[config.mk]
export PLATFORM = sky130hd
export DESIGN_NAME = fetch_pc_gen
export DESIGN_NICKNAME = d
export VERILOG_FILES = /design/src/rtl/fetch_pkg.sv /design/src/rtl/fetch_queue.sv /design/src/rtl/fetch_pc_gen.sv
export SDC_FILE = /design/constraint.sdc
export NUM_CORES = 1
export LEC_CHECK = 0
export ABC_AREA = 1
export CELL_PAD_IN_SITES_DETAIL_PLACEMENT = 0
export CELL_PAD_IN_SITES_GLOBAL_PLACEMENT = 2
export CORE_UTILIZATION = 36
export CTS_CLUSTER_DIAMETER = 60
export DETAILED_ROUTE_END_ITERATION = 7
export PLACE_DENSITY = 0.89
export SETUP_SLACK_MARGIN = 0.05
export SYNTH_ARGS = -nofsm -noshare
export SYNTH_HDL_FRONTEND = slang
export SYNTH_HIERARCHICAL = 1
export SYNTH_SLANG_ARGS = --single-unit
[constraint.sdc]
create_clock -name clk -period 5 [get_ports clk]
set_clock_uncertainty 0.1 [all_clocks]
set_input_delay 1.5 -clock clk [delete_from_list [all_inputs] [get_ports clk]]
set_output_delay 1.5 -clock clk [all_outputs]
set_load 0.02 [all_outputs]
[src/rtl/fetch_pkg.sv]
// Shared fetch-stage definitions: reset vector and the per-instruction fetch queue entry.
package fetch_pkg;

  localparam logic [31:0] RESET_PC = 32'hBFC0_0000;

  typedef struct packed {
    logic [31:0] pc;
    logic [31:0] inst;
    logic        pred_jump;
    logic [31:0] pred_target;
    logic        filled;
  } fetch_entry_t;

endpackage

[src/rtl/fetch_queue.sv]
// In-order fetch queue: entries are allocated at address issue, filled when SRAM data
// returns (in request order) and popped by decode. Flush empties it in one cycle.
module fetch_queue
  import fetch_pkg::*;
#(
  parameter int DEPTH = 4,
  localparam int PW = $clog2(DEPTH),
  localparam int CW = $clog2(DEPTH + 1)
) (
  input  logic          clk,
  input  logic          resetn,
  input  logic          flush,
  input  logic          alloc,
  input  logic [31:0]   alloc_pc,
  input  logic          alloc_pred_jump,
  input  logic [31:0]   alloc_pred_target,
  input  logic          fill,
  input  logic [31:0]   fill_inst,
  input  logic          pop,
  output logic          head_valid,
  output logic [31:0]   head_pc,
  output logic [31:0]   head_inst,
  output logic          head_pred_jump,
  output logic [31:0]   head_pred_target,
  output logic [CW-1:0] count,
  output logic [CW-1:0] unfilled
);

  fetch_entry_t  mem [DEPTH];
  logic [PW-1:0] head_ptr, tail_ptr, fill_ptr;

  // NOTE: sequential state uses <= so every register updates from pre-edge values.
  always_ff @(posedge clk) begin
    if (!resetn || flush) begin
      head_ptr <= '0;
      tail_ptr <= '0;
      fill_ptr <= '0;
      count    <= '0;
      unfilled <= '0;
    end else begin
      if (alloc) tail_ptr <= tail_ptr + PW'(1);
      if (fill)  fill_ptr <= fill_ptr + PW'(1);
      if (pop)   head_ptr <= head_ptr + PW'(1);
      count    <= count + CW'(alloc) - CW'(pop);
      unfilled <= unfilled + CW'(alloc) - CW'(fill);
    end
  end

  // NOTE: the entry array has no reset; count gates every read and alloc clears filled.
  always_ff @(posedge clk) begin
    if (resetn && !flush) begin
      if (alloc) begin
        mem[tail_ptr] <= '{pc: alloc_pc, inst: 32'h0, pred_jump: alloc_pred_jump,
                           pred_target: alloc_pred_target, filled: 1'b0};
      end
      if (fill) begin
        mem[fill_ptr].inst   <= fill_inst;
        mem[fill_ptr].filled <= 1'b1;
      end
    end
  end

  assign head_valid       = (count != '0) && mem[head_ptr].filled;
  assign head_pc          = mem[head_ptr].pc;
  assign head_inst        = mem[head_ptr].inst;
  assign head_pred_jump   = mem[head_ptr].pred_jump;
  assign head_pred_target = mem[head_ptr].pred_target;

endmodule

[src/rtl/fetch_pc_gen.sv]
// Fetch front end: owns the fetch PC, issues SRAM reads steered by the branch predictor,
// and hands instructions plus their predictions to decode in order.
module fetch_pc_gen #(
  parameter logic [31:0] RESET_PC = fetch_pkg::RESET_PC,
  parameter int          DEPTH    = 4
) (
  input  logic        clk,
  input  logic        resetn,
  output logic        bp_predict_en,
  output logic [31:0] bp_old_PC,
  input  logic [31:0] bp_new_PC,
  input  logic        bp_predict_jump,
  input  logic        redirect_valid,
  input  logic [31:0] redirect_pc,
  output logic        inst_req,
  output logic [31:0] inst_addr,
  input  logic        inst_addr_ok,
  input  logic        inst_data_ok,
  input  logic [31:0] inst_rdata,
  output logic        if_valid,
  input  logic        if_ready,
  output logic [31:0] if_pc,
  output logic [31:0] if_inst,
  output logic        if_pred_jump,
  output logic [31:0] if_pred_target
);

  localparam int CW = $clog2(DEPTH + 1);
  localparam int DW = $clog2(DEPTH + 1) + 1;

  logic [31:0]   pc;
  logic [CW-1:0] count, unfilled;
  logic [DW-1:0] discard_cnt, discard_next;
  logic          head_valid, accept, drop_fill, keep_fill, pop;

  assign inst_req      = resetn && (count < CW'(DEPTH)) && !redirect_valid;
  assign bp_predict_en = inst_req;
  assign inst_addr     = pc;
  assign bp_old_PC     = pc;
  assign accept        = inst_req && inst_addr_ok;
  // Data for requests issued before a redirect is still in flight and must be swallowed.
  assign drop_fill     = inst_data_ok && (discard_cnt != '0);
  assign keep_fill     = inst_data_ok && (discard_cnt == '0);
  assign if_valid      = resetn && head_valid;
  assign pop           = if_valid && if_ready;

  // NOTE: default assignment comes first so no latch is inferred.
  always_comb begin
    discard_next = discard_cnt - DW'(drop_fill);
    if (redirect_valid) begin
      discard_next = discard_next + DW'(unfilled) + DW'(accept) - DW'(keep_fill);
    end
  end

  always_ff @(posedge clk) begin
    if (!resetn) begin
      pc          <= RESET_PC;
      discard_cnt <= '0;
    end else begin
      discard_cnt <= discard_next;
      if (redirect_valid) pc <= redirect_pc;
      else if (accept)    pc <= bp_new_PC;
    end
  end

  fetch_queue #(.DEPTH(DEPTH)) u_queue (
    .clk               (clk),
    .resetn            (resetn),
    .flush             (redirect_valid),
    .alloc             (accept),
    .alloc_pc          (pc),
    .alloc_pred_jump   (bp_predict_jump),
    .alloc_pred_target (bp_new_PC),
    .fill              (keep_fill && !redirect_valid),
    .fill_inst         (inst_rdata),
    .pop               (pop && !redirect_valid),
    .head_valid        (head_valid),
    .head_pc           (if_pc),
    .head_inst         (if_inst),
    .head_pred_jump    (if_pred_jump),
    .head_pred_target  (if_pred_target),
    .count             (count),
    .unfilled          (unfilled)
  );

  a_no_orphan_data: assert property (@(posedge clk) disable iff (!resetn)
    inst_data_ok |-> (unfilled != '0 || discard_cnt != '0));

endmodule

==> results of run 1 <==
layout make-up:
| type | count | area [um^2] | area share, % |
|---|---|---|---|
| well taps | 672 | 841 | 3.65 |
| clock buffers | 74 | 1360 | 5.90 |
| flip-flops and latches | 442 | 12700 | 55.3 |
| inverters | 85 | 332 | 1.44 |
| repair buffers | 295 | 3000 | 13.0 |
| clock inverters | 14 | 165 | 0.717 |
| multi-input cells | 1007 | 4620 | 20.0 |
synth_stat cells, types with 2 or more instances:
master / number / area [um^2]
nand3_1: 20 / 100
nand2_1: 118 / 443
edfxtp_1: 388 / 11700
o211ai_1: 9 / 67.6
nor2_2: 10 / 62.6
buf_2: 45 / 225
clkbuf_1: 23 / 86.3
nand2_2: 5 / 31.3
inv_4: 2 / 12.5
fa_1: 4 / 80.1
inv_2: 3 / 11.3
or2_1: 3 / 18.8
ha_1: 19 / 238
nor2_1: 468 / 1760
inv_1: 80 / 300
or2_2: 6 / 37.5
buf_6: 14 / 158
nor3_1: 4 / 20.0
o21ai_1: 101 / 505
dfxtp_1: 54 / 1080
xor2_1: 2 / 17.5
clkbuf_2: 2 / 10.0
o21ai_0: 219 / 1100
a21oi_1: 12 / 60.1
buf_4: 42 / 315
flip-flops by register name (all words and copies together), names as in the netlist, named ones only:
register,cells
u_queue/head_ptr,2
u_queue/count,3
u_queue/unfilled,3
discard_cnt,4
u_queue/mem,392
bp_old_PC,32
u_queue/fill_ptr,2
u_queue/tail_ptr,2
critical path, stage by stage (launching register included):
cell and delay, ns:
dfxtp_1 0.34, inv_6 0.61, buf_4 0.35, o21ai_0 0.10, o21ai_0 0.18, clkdlybuf4s50_1 0.68
routing by layer:
metal	up-vias	global-route usage, %
met3	62	3.39
met2	324	30.5
met4	6	5.16
li1	6061	-
met5	-	0
met1	5945	21.6
worst max path at each step:
stage                        start            endpoint  cells past startpoint
global route             flip-flop            if_pc[5]                      6
detailed placement  redirect_valid       bp_predict_en                      3
finish                   flip-flop   if_pred_target[1]                      5
CTS                      flip-flop          if_inst[1]                      5
global placement    redirect_valid       bp_predict_en                      3
floorplan                   resetn  u_queue/mem[0][10]                      9
where the power goes:
| part | switching [mW] | internal [mW] |
|---|---|---|
| sequential | 0.0622 | 4.07 |
| clock | 1.38 | 2.03 |
| combinational | 0.419 | 0.338 |
logic make-up after synthesis:
logic type                 Yosys count  synth area share [%]
and+or+nand+nor                    638                  13.7
DFF                                442                  68.9
AOI/OAI and AO/OA                  343                  9.44
buffers and inverters              211                  6.06
adders and majority gates           23                  1.72
xor gates and xnor gates             3                 0.142
==> results by group, run 1 <==
Clock tree
  – Worst skew pair latency: 0.57 ns
  – Setup bufs post-CTS: 0
  – Clock root buffer: clkbuf_16
  – Clk buf depth: 3
  – Htree depth: 2
  – Num CTS Buffers: 48
  – CTS tree: built
  – Post-CTS Resized: 0
  – Clk slew on worst S/H paths: 0.05 ns
  – Post-CTS Hold Buffers: 0
  – Clock sinks: 442

Timing
  – Final Setup Violations: 0
  – Tightest Pin Transition: 0.933 ns
  – Fin Setup TNS: 0 ns
  – Tcrit/Tclk final: 90.2%
  – RSZ-0062 raised after global routing: false
  – FMAX: 0.222 GHz
  – Slew HR: 37.8%
  – Fin. Hold Viols: 0
  – Final worst slack: 0.492 ns
  – Min Hold Slack: 0.342 ns
  – Minimum clock period: 4.51 ns
  – Final slew viol count: 0

Finish
  – Layout cells sized above 1: 6.78%
  – Final core utilization: 45.7%
  – Area grow syn2layout: 24.8%
  – Final Net Count: 2005
  – Post-Layout Inst Area: 23000 um^2
  – Final Non-Filler Cells: 2589
  – Most frequent cells in the layout: nor2_1, edfxtp_1, clkdlybuf4s50_1
  – Diodes inserted: 0
  – Most common cell after layout, fill and taps aside: nor2_1
  – Fill cells: 4567

Floorplan
  – Initial Util: 36.7%
  – # IOs: 267
  – Chip height: 228 um
  – Core area: 50400 um^2
  – Die area: 52200 um^2
  – Row count: 82
  – DIE WIDTH: 228 um

Logic synthesis
  – EDFF count, synth: 388
  – Mapped Nets: 1786
  – FFs w/ async S/R, synth: 0%
  – Top FF cell, synth: edfxtp_1
  – Synth warn: 6
  – Synth Cell Area: 18500 um^2
  – Seq cells post-synth: 442
  – Mapped Cells: 1660
  – Post-Syn Area per Cell: 11.1 um^2
  – Register area share after synthesis: 68.9%
  – Unique masters post-synth: 32

Placement
  – Port Buffers: 266
  – Dpl ws: 0.885 ns
  – Placed Area: 21500 um^2
  – GP Congestion: 0.795
  – Placed Instances: 2501
  – Detailed Place HPWL: 27.5 mm

Route
  – Detail Route met2 WL: 23.1 mm
  – Routed wl met3: 2.48 mm
  – Highest Signal Layer: met5
  – Post-DRT Antenna Nets: 0
  – TritonRoute pass-1 iters: 5
  – Vias/cell: 4.79
  – Wire per inst: 17.7 um
  – Met1 Routed Length: 19.2 mm
  – # DRC: 0
  – Final wirelength: 45.7 mm
  – Iter 0 DRT Violations: 705
  – Via count: 12400

Pwr
  – Leak: 8.44 nW
  – Pwr Total: 8.30 mW
  – Pwr dens: 360 nW/um^2
  – Worst VDD drop: 0.190 mV

Worst setup path
  – Data arrival, critical path: 2.91 ns
  – Reg2reg end: u_queue/count[2]
  – CP Class: reg2out
  – Crit-path max FO: 121
  – Crit path required time: 3.40 ns
  – R2R setup slack: 1.82 ns
  – Worst r2r path cells: 12
  – CP Launch Type: flip-flop
  – Crit. End Element: primary output

Global routing
  – Vias in the first global route: 12400
  – Largest net degree at the start of global routing: 197
  – Grt total ovfl: 0
  – Initial antenna violation count: 3
  – First-pass GRT wire length: 70.2 mm
  – Total track usage: 17.4%

Worst hold path
  – Worst hold path stage count: 1
  – Min-Delay Path Class: reg2reg
  – Hold EP: u_queue/head_ptr[1]
  – Hold Path Origin: u_queue/head_ptr[1]

Run
  – Max-cap violation count: 0

Status
  – Status: finished clean
Note: power is estimated with default switching activity, not from simulation.
==> run 2, diff against run 1 <==
Settings changed: CELL_PAD_IN_SITES_DETAIL_PLACEMENT 0 to not set, CELL_PAD_IN_SITES_GLOBAL_PLACEMENT 2 to not set, CORE_UTILIZATION 36 to 55, PLACE_DENSITY 0.89 to 0.9, SETUP_SLACK_MARGIN 0.05 to not set.
==> run 2 against run 1 <==
Net effect:
- final cell count is 9.2% lower
- critical path depth is 1 lower
- combinational power grew 1%
- global-route usage increased by 8.3 points
- register-to-register slack improved by 0.25 ns
- first-iteration DRC count increased by 98%
- sequential share of layout area is 0.69 points higher
- fmax down 3.8%
- worst setup slack got worse by 0.18 ns
- non-clock buffer count decreased by 1
- core utilization increased by 24 points
==> results by group, run 2 (same netlist as run 1, synthesis figures left out) <==
Clock tree
  – CTS tree: built
  – Worst skew pair latency: 0.53 ns (-0.04 ns)
  – Htree depth: 2 (unchanged)
  – Post-CTS Hold Buffers: 0 (unchanged)
  – Setup bufs post-CTS: 0 (unchanged)
  – Num CTS Buffers: 44 (-8.3%)
  – Post-CTS Resized: 0 (unchanged)
  – Clock sinks: 442 (unchanged)
  – Clk buf depth: 3 (unchanged)
  – Clk slew on worst S/H paths: 0.06 ns (about the same)
  – Clock root buffer: clkbuf_16

Global routing
  – First-pass GRT wire length: 67.5 mm (-3.9%)
  – Grt total ovfl: 0 (unchanged)
  – Initial antenna violation count: 0 (-3)
  – Total track usage: 25.7% (+8.3 points)
  – Largest net degree at the start of global routing: 197 (unchanged)
  – Vias in the first global route: 13300 (+7.3%)

Finish
  – Most common cell after layout, fill and taps aside: nor2_1
  – Diodes inserted: 0 (unchanged)
  – Area grow syn2layout: 23.2%
  – Most frequent cells in the layout: nor2_1, edfxtp_1, clkdlybuf4s50_1
  – Layout cells sized above 1: 7.12% (+0.34 points)
  – Register with the most flip-flops: u_queue/mem
  – Max reg flops: 392 (unchanged)
  – Final Net Count: 2000 (-0.25%)

Pwr
  – Leak: 8.44 nW (about the same)
  – Pwr dens: 365 nW/um^2 (+1.2%)
  – Worst VDD drop: 0.341 mV (+79%)

Worst setup path
  – Crit path from: resetn
  – Data arrival, critical path: 3.09 ns (+0.18 ns)
  – Worst r2r path cells: 13 (+1)
  – Crit. End Element: primary output
  – Crit path required time: 3.40 ns (about the same)
  – CP Class: in2out
  – CP Launch Type: primary input
  – Crit-path max FO: 4 (-97%)

Floorplan
  – Chip height: 185 um (-19%)
  – # IOs: 267 (unchanged)
  – Die area: 34300 um^2 (-34%)
  – Core area: 32800 um^2 (-35%)
  – DIE WIDTH: 185 um (-19%)
  – Row count: 66 (-20%)
  – Initial Util: 56.3% (+20 points)

Worst hold path
  – Min-Delay Path Class: reg2reg
  – Worst hold path stage count: 2 (+1)
  – Hold Path Origin: u_queue/mem[2][0]

Route
  – TritonRoute pass-1 iters: 7 (+2)
  – Post-DRT Antenna Nets: 0 (unchanged)
  – Wire per inst: 18.7 um (+5.8%)
  – # DRC: 0 (unchanged)
  – Iter 0 DRT Violations: 1399 (+98%)
  – Vias/cell: 5.54 (+16%)
  – Final wirelength: 43.9 mm (-3.9%)
  – Via count: 13000 (+5.0%)

Timing
  – Final Setup Violations: 0 (unchanged)
  – Final worst slack: 0.311 ns (-0.180 ns)
  – Fin Setup TNS: 0 ns (unchanged)
  – Minimum clock period: 4.69 ns (+0.180 ns)
  – Tightest Pin Transition: 0.957 ns (+0.0233 ns)
  – FMAX: 0.213 GHz (-3.8%)
  – RSZ-0062 raised after global routing: false
  – Slew HR: 36.2% (-1.6 points)
  – Fin. Hold Viols: 0 (unchanged)
  – Final slew viol count: 0 (unchanged)
  – Tcrit/Tclk final: 93.8% (+3.6 points)

Placement
  – Dpl ws: 0.316 ns (-0.569 ns)
  – GP Congestion: 0.822 (+3.4%)
  – Detailed Place HPWL: 25.7 mm (-6.4%)
  – Port Buffers: 266 (unchanged)

Status
  – Status: finished clean

Run
  – Max-cap violation count: 0 (unchanged)
## run 2: changes by cell type in the layout (fill, tap and decap cells not counted), sizes merged
cell           delta
bufinv            +1
clkinv            +4
clkinvlp          +2
buf               -2
inv               -3
clkdlybuf4s50     +1
clkbuf           -10
## run 2: worst paths after layout
path                                           to  slack [ns]
worst min-delay path            u_queue/mem[2][0]        0.35
worst max register to register   u_queue/count[2]        2.07
worst min register to register  u_queue/mem[2][0]        0.35
worst max-delay path                bp_predict_en        0.31
## run 2: where the power goes
part           total, mW  switching, mW  internal, mW
Sequential          4.13         0.0632          4.07
Clock               3.40           1.35          2.05
Combinational      0.767          0.427         0.340
Total               8.30           1.84          6.46
## run 2: critical path, cell delays in order
cell	delay, ns
clkdlybuf4s50_1	0.61
inv_2	0.10
nor3_4	0.21
clkdlybuf4s50_1	0.66
## run 2: stage by stage
stage          instance area, um^2  total power, mW  utilization [%]  cells  hold slack [ns]
6_report                     22800             8.30             69.4   2352            0.353
5_1_grt                      22800             8.56             69.4   2352            0.383
4_1_cts                      22800             8.34             69.4   2352            0.354
3_5_place_dp                 21200             4.97             64.7   2270            0.337
3_3_place_gp                 21200             4.93             64.7   2270            0.327
2_1_floorplan                18500             4.67                -   1660            0.312
## run 2: cell type report
cell class	count	area [um^2]
clock inverters	18	216
inverters	85	327
multi-input cells	1007	4620
fillers	2185	10000
clock buffers	64	1320
flip-flops and latches	442	12700
repair buffers	294	2990
well taps	442	553
## run 2: layer usage
layer / part of all wire [%] / vias to the layer above / GRT usage [%]
li1: - / 6042 / -
met1: 38 / 6218 / 30.6
met2: 51 / 666 / 46.0
met3: 8.1 / 94 / 4.13
met4: 3.3 / 0 / 11.2
met5: 0 / - / 0
